$ cat config.mk
export PLATFORM = sky130hd
export DESIGN_NAME = cp0_tlb_seq_flat
export DESIGN_NICKNAME = d
export VERILOG_FILES = /design/src/rtl/cp0_tlb_seq_pkg.sv /design/src/rtl/cp0_tlb_seq_if.sv /design/src/rtl/tlb_entry_pack.sv /design/src/rtl/cp0_tlb_seq.sv /design/src/flat_wrapper.sv
export SDC_FILE = /design/constraint.sdc
export NUM_CORES = 1
export LEC_CHECK = 0
export ABC_CLOCK_PERIOD_IN_PS = 3450
export BUFFER_PORTS_ARGS = -buffer_cell sky130_fd_sc_hd__buf_2
export CAP_MARGIN = 10
export CORE_AREA = 2 2 189 191
export CTS_CLUSTER_SIZE = 28
export DETAILED_ROUTE_END_ITERATION = 16
export DIE_AREA = 0 0 191 193
export GPL_TIMING_DRIVEN = 0
export PLACE_DENSITY = 0.47
export SLEW_MARGIN = 20
export SYNTH_ARGS = -nofsm -noshare
export SYNTH_HDL_FRONTEND = slang
export SYNTH_SLANG_ARGS = --single-unit
$ cat constraint.sdc
create_clock -name clk -period 3.45 [get_ports clk]
set_clock_uncertainty 0.05 [all_clocks]
set_input_delay 0.1725 -clock clk [delete_from_list [all_inputs] [get_ports clk]]
set_output_delay 0.1725 -clock clk [all_outputs]
set_load 0.05 [all_outputs]
$ cat src/rtl/cp0_tlb_seq_pkg.sv
// Shared definitions for the CP0 TLB-instruction sequencer.
// Contents:
//   - TLB instruction encodings carried on op_type.
//   - Sequencer state encodings.
//   - Packed 78-bit TLB entry layout: width, a packed struct and the bit offset
//     of every field.
package cp0_tlb_seq_pkg;

  localparam int ENTRY_W = 78;

  localparam logic [1:0] OP_TLBP  = 2'd0;
  localparam logic [1:0] OP_TLBR  = 2'd1;
  localparam logic [1:0] OP_TLBWI = 2'd2;
  localparam logic [1:0] OP_RSVD  = 2'd3;

  localparam logic [1:0] ST_IDLE    = 2'd0;
  localparam logic [1:0] ST_EXEC    = 2'd1;
  localparam logic [1:0] ST_COMMIT  = 2'd2;
  localparam logic [1:0] ST_REFETCH = 2'd3;

  // Field offsets (LSB position) inside the packed entry.
  localparam int E_V1   = 0;
  localparam int E_D1   = 1;
  localparam int E_C1   = 2;
  localparam int E_PFN1 = 5;
  localparam int E_V0   = 25;
  localparam int E_D0   = 26;
  localparam int E_C0   = 27;
  localparam int E_PFN0 = 30;
  localparam int E_G    = 50;
  localparam int E_ASID = 51;
  localparam int E_VPN2 = 59;

  // Declared MSB first, so the packed struct matches the offsets above.
  typedef struct packed {
    logic [18:0] vpn2;
    logic [7:0]  asid;
    logic        g;
    logic [19:0] pfn0;
    logic [2:0]  c0;
    logic        d0;
    logic        v0;
    logic [19:0] pfn1;
    logic [2:0]  c1;
    logic        d1;
    logic        v1;
  } tlb_entry_t;

endpackage

$ cat src/rtl/cp0_tlb_seq_if.sv
// TLB port bundle between the sequencer (master) and the TLB array (slave).
// Signals:
//   - Search port: s_vpn2, s_asid out; s_found, s_index back.
//     The TLB resolves the search combinationally.
//   - Read port: r_index out; r_entry back, combinational.
//   - Write port: w_we, w_index, w_entry out.
interface cp0_tlb_seq_if #(
  parameter int IDX_W = 4
);
  import cp0_tlb_seq_pkg::*;

  logic [18:0]        s_vpn2;
  logic [7:0]         s_asid;
  logic               s_found;
  logic [IDX_W-1:0]   s_index;
  logic [IDX_W-1:0]   r_index;
  logic [ENTRY_W-1:0] r_entry;
  logic               w_we;
  logic [IDX_W-1:0]   w_index;
  logic [ENTRY_W-1:0] w_entry;

  modport master (
    output s_vpn2, s_asid, r_index, w_we, w_index, w_entry,
    input  s_found, s_index, r_entry
  );

  modport slave (
    input  s_vpn2, s_asid, r_index, w_we, w_index, w_entry,
    output s_found, s_index, r_entry
  );

endinterface

$ cat src/rtl/tlb_entry_pack.sv
// Combinational packing of CP0 EntryHi/EntryLo0/EntryLo1 into a 78-bit TLB
// entry. The same block serves the CP0-side unpacking checks.
// Ports:
//   entryhi, entrylo0, entrylo1 : CP0 register values (in)
//   entry                       : packed entry (out)
module tlb_entry_pack
  import cp0_tlb_seq_pkg::*;
(
  input  logic [31:0]        entryhi,
  input  logic [31:0]        entrylo0,
  input  logic [31:0]        entrylo1,
  output logic [ENTRY_W-1:0] entry
);

  tlb_entry_t e;

  always_comb begin
    e.vpn2 = entryhi[31:13];
    e.asid = entryhi[7:0];
    // The entry is global only if both halves carry G.
    e.g    = entrylo0[0] & entrylo1[0];
    e.pfn0 = entrylo0[25:6];
    e.c0   = entrylo0[5:3];
    e.d0   = entrylo0[2];
    e.v0   = entrylo0[1];
    e.pfn1 = entrylo1[25:6];
    e.c1   = entrylo1[5:3];
    e.d1   = entrylo1[2];
    e.v1   = entrylo1[1];
  end

  assign entry = e;

  // Reserved register bits have no home in the entry.
  logic unused_pack_bits;
  assign unused_pack_bits = ^{entryhi[12:8], entrylo0[31:26], entrylo1[31:26]};

endmodule

$ cat src/rtl/cp0_tlb_seq.sv
// Multi-cycle sequencer for TLBP / TLBR / TLBWI, issued from WB.
// Operation:
//   - Drives the TLB search/read/write ports from CP0 EntryHi, EntryLo0/1 and
//     Index.
//   - Returns TLBP/TLBR results to CP0 as single-cycle pulses.
//   - Stalls the pipeline while an op is in flight.
//   - Finishes with a refetch pulse at op_pc+4, so later fetches see the new
//     mapping.
// Ports:
//   clk, reset (sync, active-high)
//   op_valid, op_type, op_pc, wb_ex                : WB-stage instruction
//   c0_entryhi, c0_entrylo0, c0_entrylo1, c0_index : CP0 register values
//   tlb (cp0_tlb_seq_if.master)                    : TLB search/read/write ports
//   cp0_tlbp, cp0_tlbp_found, cp0_index            : TLBP result pulse
//   cp0_tlbr, cp0_rentry                           : TLBR result pulse
//   busy                                           : pipeline stall
//   refetch, refetch_pc                            : flush/restart request
module cp0_tlb_seq
  import cp0_tlb_seq_pkg::*;
#(
  parameter int TLBNUM = 16,
  parameter int IDX_W  = $clog2(TLBNUM)
) (
  input  logic               clk,
  input  logic               reset,
  input  logic               op_valid,
  input  logic [1:0]         op_type,
  input  logic [31:0]        op_pc,
  input  logic               wb_ex,
  input  logic [31:0]        c0_entryhi,
  input  logic [31:0]        c0_entrylo0,
  input  logic [31:0]        c0_entrylo1,
  input  logic [31:0]        c0_index,
  cp0_tlb_seq_if.master      tlb,
  output logic               cp0_tlbp,
  output logic               cp0_tlbp_found,
  output logic [IDX_W-1:0]   cp0_index,
  output logic               cp0_tlbr,
  output logic [ENTRY_W-1:0] cp0_rentry,
  output logic               busy,
  output logic               refetch,
  output logic [31:0]        refetch_pc
);

  logic [1:0]         state_q, state_d;
  logic [1:0]         op_q;
  logic [31:0]        refetch_pc_q;
  logic               found_q;
  logic [IDX_W-1:0]   index_q;
  logic [ENTRY_W-1:0] entry_q;
  logic               accept;
  logic               in_exec;

  // Only an idle sequencer takes a new op; ops hit by an exception and the
  // reserved encoding are dropped.
  assign accept  = (state_q == ST_IDLE) && op_valid && !wb_ex && (op_type != OP_RSVD);
  assign in_exec = (state_q == ST_EXEC);

  always_comb begin
    // NOTE: default first, so every path assigns state_d and no latch is inferred.
    state_d = state_q;
    case (state_q)
      ST_IDLE:    if (accept) state_d = ST_EXEC;
      // TLBWI has nothing to report to CP0, so it skips COMMIT.
      ST_EXEC:    state_d = (op_q == OP_TLBWI) ? ST_REFETCH : ST_COMMIT;
      ST_COMMIT:  state_d = ST_REFETCH;
      ST_REFETCH: state_d = ST_IDLE;
      default:    state_d = ST_IDLE;
    endcase
  end

  always_ff @(posedge clk) begin
    if (reset) begin
      // NOTE: non-blocking throughout, so every register samples pre-edge values.
      state_q      <= ST_IDLE;
      op_q         <= OP_TLBP;
      refetch_pc_q <= '0;
      found_q      <= 1'b0;
      index_q      <= '0;
      entry_q      <= '0;
    end else begin
      state_q <= state_d;
      if (accept) begin
        op_q         <= op_type;
        refetch_pc_q <= op_pc + 32'd4;
      end
      if (in_exec && (op_q == OP_TLBP)) begin
        found_q <= tlb.s_found;
        index_q <= tlb.s_index;
      end
      if (in_exec && (op_q == OP_TLBR)) begin
        entry_q <= tlb.r_entry;
      end
    end
  end

  // Search and read ports follow CP0 at all times; they have no side effects.
  assign tlb.s_vpn2  = c0_entryhi[31:13];
  assign tlb.s_asid  = c0_entryhi[7:0];
  assign tlb.r_index = c0_index[IDX_W-1:0];
  assign tlb.w_index = c0_index[IDX_W-1:0];

  tlb_entry_pack u_pack (
    .entryhi  (c0_entryhi),
    .entrylo0 (c0_entrylo0),
    .entrylo1 (c0_entrylo1),
    .entry    (tlb.w_entry)
  );

  // Every pulse is gated by reset. A reset that lands mid-op therefore emits
  // no write and no CP0 update in that cycle.
  assign tlb.w_we = !reset && in_exec && (op_q == OP_TLBWI);
  assign cp0_tlbp = !reset && (state_q == ST_COMMIT) && (op_q == OP_TLBP);
  assign cp0_tlbr = !reset && (state_q == ST_COMMIT) && (op_q == OP_TLBR);
  assign refetch  = !reset && (state_q == ST_REFETCH);
  // busy also covers the accept cycle, so WB holds the instruction there.
  assign busy     = !reset && ((state_q != ST_IDLE) || accept);

  assign cp0_tlbp_found = found_q;
  assign cp0_index      = index_q;
  assign cp0_rentry     = entry_q;
  assign refetch_pc     = refetch_pc_q;

  logic unused_index_bits;
  assign unused_index_bits = ^c0_index[31:IDX_W];

endmodule

$ cat src/flat_wrapper.sv
// flat-port wrapper written by rule: the top's interface ports become plain ports
module cp0_tlb_seq_flat import cp0_tlb_seq_pkg::*;
#(
  parameter int TLBNUM = 16,
  parameter int IDX_W  = $clog2(TLBNUM)
)
  (clk, reset, op_valid, op_type, op_pc, wb_ex, c0_entryhi, c0_entrylo0, c0_entrylo1, c0_index, cp0_tlbp, cp0_tlbp_found, cp0_index, cp0_tlbr, cp0_rentry, busy, refetch, refetch_pc, tlb_s_vpn2, tlb_s_asid, tlb_r_index, tlb_w_we, tlb_w_index, tlb_w_entry, tlb_s_found, tlb_s_index, tlb_r_entry);
  cp0_tlb_seq_if #(.IDX_W(IDX_W)) tlb_i ();
  input  logic clk;
  input  logic reset;
  input  logic op_valid;
  input  logic [1:0] op_type;
  input  logic [31:0] op_pc;
  input  logic wb_ex;
  input  logic [31:0] c0_entryhi;
  input  logic [31:0] c0_entrylo0;
  input  logic [31:0] c0_entrylo1;
  input  logic [31:0] c0_index;
  output logic cp0_tlbp;
  output logic cp0_tlbp_found;
  output logic [IDX_W-1:0] cp0_index;
  output logic cp0_tlbr;
  output logic [ENTRY_W-1:0] cp0_rentry;
  output logic busy;
  output logic refetch;
  output logic [31:0] refetch_pc;
  output wire logic [$bits(tlb_i.s_vpn2)-1:0] tlb_s_vpn2;
  output wire logic [$bits(tlb_i.s_asid)-1:0] tlb_s_asid;
  output wire logic [$bits(tlb_i.r_index)-1:0] tlb_r_index;
  output wire logic [$bits(tlb_i.w_we)-1:0] tlb_w_we;
  output wire logic [$bits(tlb_i.w_index)-1:0] tlb_w_index;
  output wire logic [$bits(tlb_i.w_entry)-1:0] tlb_w_entry;
  input wire logic [$bits(tlb_i.s_found)-1:0] tlb_s_found;
  input wire logic [$bits(tlb_i.s_index)-1:0] tlb_s_index;
  input wire logic [$bits(tlb_i.r_entry)-1:0] tlb_r_entry;
  assign tlb_s_vpn2 = tlb_i.s_vpn2;
  assign tlb_s_asid = tlb_i.s_asid;
  assign tlb_r_index = tlb_i.r_index;
  assign tlb_w_we = tlb_i.w_we;
  assign tlb_w_index = tlb_i.w_index;
  assign tlb_w_entry = tlb_i.w_entry;
  assign tlb_i.s_found = tlb_s_found;
  assign tlb_i.s_index = tlb_s_index;
  assign tlb_i.r_entry = tlb_r_entry;
  cp0_tlb_seq #(.TLBNUM(TLBNUM), .IDX_W(IDX_W)) u_core (.clk(clk), .reset(reset), .op_valid(op_valid), .op_type(op_type), .op_pc(op_pc), .wb_ex(wb_ex), .c0_entryhi(c0_entryhi), .c0_entrylo0(c0_entrylo0), .c0_entrylo1(c0_entrylo1), .c0_index(c0_index), .tlb(tlb_i), .cp0_tlbp(cp0_tlbp), .cp0_tlbp_found(cp0_tlbp_found), .cp0_index(cp0_index), .cp0_tlbr(cp0_tlbr), .cp0_rentry(cp0_rentry), .busy(busy), .refetch(refetch), .refetch_pc(refetch_pc));
endmodule
==> results_dict.tcl, run 1 <==
set metrics [dict create \
    status "complete, no violations" \
    cts_setup_buffers 0 \
    post-place-ws_ps 991 \
    max_cap_viol_count 0 \
    rows 69 \
    grt_pass1_vias 5827 \
    htree_levels 4 \
    synthCells 699 \
    ys_types 40 \
    yosysMostFrequentCell "nand2_1" \
    antenna_found_initial 0 \
    hold_path_class "input pin to flip-flop" \
    ys_seq_area_share_pct 42.3 \
    antenna_left 0 \
    cts_tree "done" \
    setup_violations 0 \
    cts_resized 0 \
    max-vdd-ir-drop_mv 0.351 \
    die_w_um 191 \
    synth_warnings 0 \
    seqCellArea_um2 2380 \
    path_class "flip-flop to flip-flop" \
    dp_cells 1514 \
    synth_edf_count 0 \
    ys_seq_elements 119 \
    placed_area_um2 7980 \
    syn_to_final_growth_pct 68.7 \
    vias_per_cell 3.76 \
    wl_per_cell_um 13.2 \
    slew_headroom_pct 33.6 \
    critPathMaxFanout 10 \
    cts_sinks 119 \
    yosys-top-cells-count "nand2_1, dfxtp_1, buf_4" \
    layout.cells.non_filler 1639 \
    firstDrtPassIters 4 \
    track_usage_pct 11.4 \
    routabilityCongestion 0.780 \
    cp.arrival_ps 2680 \
    multiInputGateArea_um2 2220 \
    cts_root_buffer "clkbuf_16" \
    synth_top_area_share_pct 42.3 \
    overflow 0 \
    tightest_slew_ps 992 \
    drive_gt1_share_pct 43.7 \
    fin_area_um2 9510 \
    rsz0062_at_grt "no" \
    num_vias 6170 \
    syn_area_um2 5640 \
    diodes 0 \
    grt_max_degree 17 \
    io_pins 482 \
    avgSynthCellArea_um2 8.06 \
    setup_ws_ps 1080 \
    dp_hpwl_mm 16.8 \
    routed_wl_mm 21.7 \
    tns_ps 0 \
    hold_viol_final 0 \
    nFillCells 3834 \
    path_clk_slew_ps 60 \
    synth_fp_nets 954 \
    period_share_pct 68.6 \
    clock_latency_ps 430 \
    drt_iter0_markers 112 \
    end_kind "flip-flop" \
    initial_core_util_pct 16.1 \
    nNetsFinal 1420 \
    die_area_um2 36900 \
    ys.flop_type "dfxtp_1" \
    async_flop_share_pct 0 \
    yosysTopAreaCell "dfxtp_1" \
    numCtsBuffers 17 \
    cp.required_ps 3760 \
    drc_errors 0 \
    clock_path_buffers 2 \
    cp-start-kind "flip-flop" \
    final.min_clock_period_ps 2370 \
    leakagePower_nw 4.34 \
    cellPowerDensity_nw_per_um2 504 \
    core_area_um2 35000 \
    grt_pass1_wl_mm 31.7 \
    slew_viol_final 0 \
    portBuffers 354 \
    fmax_mhz 422 \
    die_y_um 193 \
    synth_area_leaders "dfxtp_1, buf_4, nand2_1" \
]
## placed cells by master (no fill, tap or decap), types with 14 or more instances in the layout
cell | netlist | routed
xor2_1 | 14 | 14
a211oi_1 | 28 | 28
a21oi_1 | 85 | 85
clkbuf_16 | 0 | 17
buf_2 | 6 | 360
clkbuf_1 | 33 | 34
dfxtp_1 | 119 | 119
buf_4 | 112 | 112
nor2_1 | 37 | 37
nand2_1 | 176 | 176
dlygate4sd3_1 | 0 | 93
## power breakdown
part           total (mW)  internal (mW)  switching (mW)  leakage (nW)
sequential           1.53           1.48          0.0567         0.964
clock                1.81           1.08           0.728         0.285
combinational        1.45          0.458           0.993          3.09
## what timing repair did
item,in CTS,in global routing
endpoints found under the hold margin,93,0
hold buffers,93,0
endpoints found under the setup margin,0,0
## final cells by class
type | count | area share, %
plain buffers | 154 | 10.7
clock buffers | 18 | 4.51
clock inverters | 14 | 1.70
inverters | 5 | 0.197
multi-input cells | 421 | 23.4
flip-flops and latches | 119 | 25.1
well taps | 461 | 6.07
repair buffers | 447 | 28.4
## registers in the layout (all words and copies together), names as in the netlist
signal,cells
u_core.cp0_rentry,78
u_core.refetch_pc,32
u_core.cp0_index,4
u_core.op_q,2
u_core.state_q,2
u_core.cp0_tlbp_found,1
## cell families (layout without fill, tap and decap cells)
group,Yosys count,after routing,synth area share (%)
flip-flops,119,119,42.3
multiplexers,5,5,0.888
AND/OR/NAND/NOR,266,266,21.2
buffers and inverters,159,638,18.3
AO/OA/AOI/OAI,117,117,11.8
adder cells (fa/ha/maj),6,6,1.33
XOR/XNOR,27,27,4.20
## final timing paths
path                                                            to  depth (start not counted)                         startpoint  slack, ps
worst max-delay path            u_core.cp0_rentry[28]$_SDFFE_PP0P_                          7     u_core.state_q[1]$_SDFFE_PP0P_       1080
worst min-delay path             u_core.refetch_pc[4]$_SDFFE_PP0P_                          3                           op_pc[4]         40
worst max register to register  u_core.cp0_rentry[28]$_SDFFE_PP0P_                          7     u_core.state_q[1]$_SDFFE_PP0P_       1080
worst min register to register   u_core.refetch_pc[0]$_SDFFE_PP0P_                          2  u_core.refetch_pc[0]$_SDFFE_PP0P_        400
## critical path: stages (launching register included)
cell and delay [ps]:
dfxtp_1 400, inv_1 100, ha_1 230, nand3b_1 320, clkbuf_1 500, clkbuf_1 440, nand2_1 110, a21oi_1 150
## per-layer routing
layer / up-vias / routed length (µm) / track usage, %
li1: 3136 / - / -
met1: 2778 / 8840 / 12.6
met2: 240 / 10700 / 19.9
met3: 16 / 1840 / 4.38
met4: 0 / 259 / 3.55
met5: - / 0 / 0
## through the flow
step / utilization (%) / power, mW / hold slack (ps)
2_1_floorplan: - / 2.56 / 218
3_3_place_gp: 22.8 / 2.94 / 364
3_5_place_dp: 22.8 / 2.95 / 368
4_1_cts: 27.2 / 4.89 / 1.41
5_1_grt: 27.2 / 5.05 / 29.5
6_report: 27.2 / 4.79 / 36.6
Power figures use the tool's default switching activity.
==> inputs of run 2 (changes only) <==
- ABC_CLOCK_PERIOD_IN_PS: 3450 -> 2200
- CORE_AREA: 2 2 189 191 -> 2 2 185 187
- DIE_AREA: 0 0 191 193 -> 0 0 187 189
- PLACE_DENSITY: 0.47 -> 0.48
- clock period: 3.45 -> 2.2 ns (I/O delays scaled with it)
==> run 2 against run 1 <==
  * Clock power grew 59%
  * First-iteration DRC count grew 48%
  * Die area shrank 4.1%
  * Register-to-register slack lost 840 ps
  * Combinational power grew 57%
  * Global-route usage grew 0.50 points
  * Core utilization grew 1.8 points
  * Wire length grew 0.20%
  * Worst hold slack lost 12 ps
  * Critical path depth shrank 2
  * Sequential share of layout area shrank 0.37 points
  * Via count grew 0.41%
  * Critical endpoint is now busy
  * Largest cell class unchanged
  * Largest power group unchanged
==> results_dict.tcl, run 2 (same netlist as run 1, synthesis figures left out) <==
set metrics [dict create \
    final.min_clock_period_ps 2000 \
    clock_path_buffers 2 \
    nNetsFinal 1433 \
    status "complete, no violations" \
    io_pins 482 \
    rrSetupSlack_ps 240 \
    grt_pass1_wl_mm 32.9 \
    firstDrtPassIters 4 \
    drt_iter0_markers 166 \
    end_kind "output pin" \
    path_class "flip-flop to output pin" \
    rows 67 \
    antenna_left 0 \
    num_vias 6195 \
    hp-start "op_pc[26]" \
    wl_per_cell_um 13.3 \
    routed_wl_mm 21.7 \
    cts_tree "done" \
    leakagePower_nw 4.42 \
    antenna_found_initial 1 \
    portBuffers 354 \
    clock_latency_ps 410 \
    period_share_pct 91.0 \
    setup_ws_ps 198 \
    syn_to_final_growth_pct 71.2 \
    routabilityCongestion 0.789 \
    numCtsBuffers 17 \
    critPathMaxFanout 5 \
    dp_hpwl_mm 16.4 \
    grt_max_degree 17 \
    slew_headroom_pct 48.4 \
    diodes 0 \
    overflow 0 \
    worst_hold_slack_ps 24.7 \
    fin_util_pct 29.0 \
    final_common_cell "buf_2" \
    cellPowerDensity_nw_per_um2 784 \
    hold_path_class "input pin to flip-flop" \
    largest_reg_flops 78 \
    post-place-ws_ps -166 \
    fmax_mhz 500 \
    cp.required_ps 2040 \
    path_clk_slew_ps 60 \
    die_w_um 187 \
    cp-start-kind "flip-flop" \
    slew_viol_final 0 \
    htree_levels 4 \
    drc_errors 0 \
    rsz0062_at_grt "no" \
    hold_viol_final 0 \
    setup_violations 0 \
    hold_end "u_core.refetch_pc[26]$_SDFFE_PP0P_" \
    die_y_um 189 \
    cp.arrival_ps 1840 \
    track_usage_pct 11.9 \
    core_area_um2 33300 \
    die_area_um2 35300 \
    regToRegEndpoint "u_core.refetch_pc[5]$_SDFFE_PP0P_" \
    nFillCells 3597 \
    layout.cells.most_common_list "buf_2, nand2_1, dfxtp_1" \
    max-vdd-ir-drop_mv 0.500 \
    initial_core_util_pct 16.9 \
    vias_per_cell 3.78 \
    drive_gt1_share_pct 44.4 \
    cts_sinks 119 \
    grt_pass1_vias 6018 \
    r2r_cells 7 \
    cts_root_buffer "clkbuf_16" \
    tightest_slew_ps 774 \
    hold_depth 3 \
    max_cap_viol_count 0 \
    r2r_start "u_core.state_q[0]$_SDFFE_PP0P_" \
]
## run 2: cell types whose count changed in the layout (fill, tap and decap cells not counted), moves of 2 or more
cell and change:
inv_6 -6, clkbuf_2 +8, buf_4 +3, dlygate4sd3_1 +11
clkinvlp_4 +2, buf_1 -2, clkinv_2 +2, clkbuf_1 -7
## run 2: routing by layer
layer,GRT usage [%],part of all wire (%)
met1,14.3,43
met2,20.6,49
met4,3.42,1.4
met3,3.26,6.5
met5,0,0.074
## run 2: repair_timing
| item | 4_1_cts | 5_1_grt |
|---|---|---|
| hold buffers | 104 | 0 |
| setup endpoints to repair | 21 | 33 |
| buffers inserted | 3 | 0 |
| gates resized for setup | 2 | 13 |
| hold endpoints to repair | 104 | 0 |
| pin swaps | 1 | 0 |
## run 2: cell type report
class	count	area [µm²]	share of cell area [%]
clock inverters	12	153	1.58
multi-input cells	421	2230	23.2
flip-flops and latches	119	2380	24.7
inverters	5	18.8	0.195
repair buffers	461	2840	29.4
clock buffers	19	443	4.59
well taps	448	561	5.81
plain buffers	153	1020	10.6
## run 2: worst max path at each step
stage	end	from
after detailed placement	u_core.cp0_rentry[33]$_SDFFE_PP0P_	u_core.state_q[1]$_SDFFE_PP0P_
after global routing	u_core.cp0_rentry[18]$_SDFFE_PP0P_	u_core.state_q[1]$_SDFFE_PP0P_
after CTS	u_core.refetch_pc[29]$_SDFFE_PP0P_	u_core.state_q[0]$_SDFFE_PP0P_
final	busy	u_core.state_q[0]$_SDFFE_PP0P_
after floorplan	busy	u_core.state_q[0]$_SDFFE_PP0P_
after global placement	u_core.cp0_rentry[22]$_SDFFE_PP0P_	u_core.state_q[1]$_SDFFE_PP0P_
## run 2: critical path: stages (launching register included)
cell and delay [ps]:
dfxtp_1 340, inv_1 130, ha_1 270, nand4b_1 210
a21oi_1 200, clkbuf_4 280
## run 2: power breakdown
group,switching [mW],total (mW),leakage [nW],internal [mW]
Sequential,0.0912,2.41,0.964,2.32
Combinational,1.54,2.28,3.18,0.745
Clock,1.07,2.88,0.281,1.80
Total,2.70,7.57,4.42,4.86
## run 2: metrics by stage
step                instance area, µm²  instances  setup TNS (ps)  power, mW
finish                            9650       1638               0       7.57
global route                      9650       1638               0       7.97
CTS                               9640       1638               0       7.73
detailed placement                7980       1501           -2650       4.60
global placement                  7980       1501           -2250       4.59
floorplan                         5650        699               0       4.02
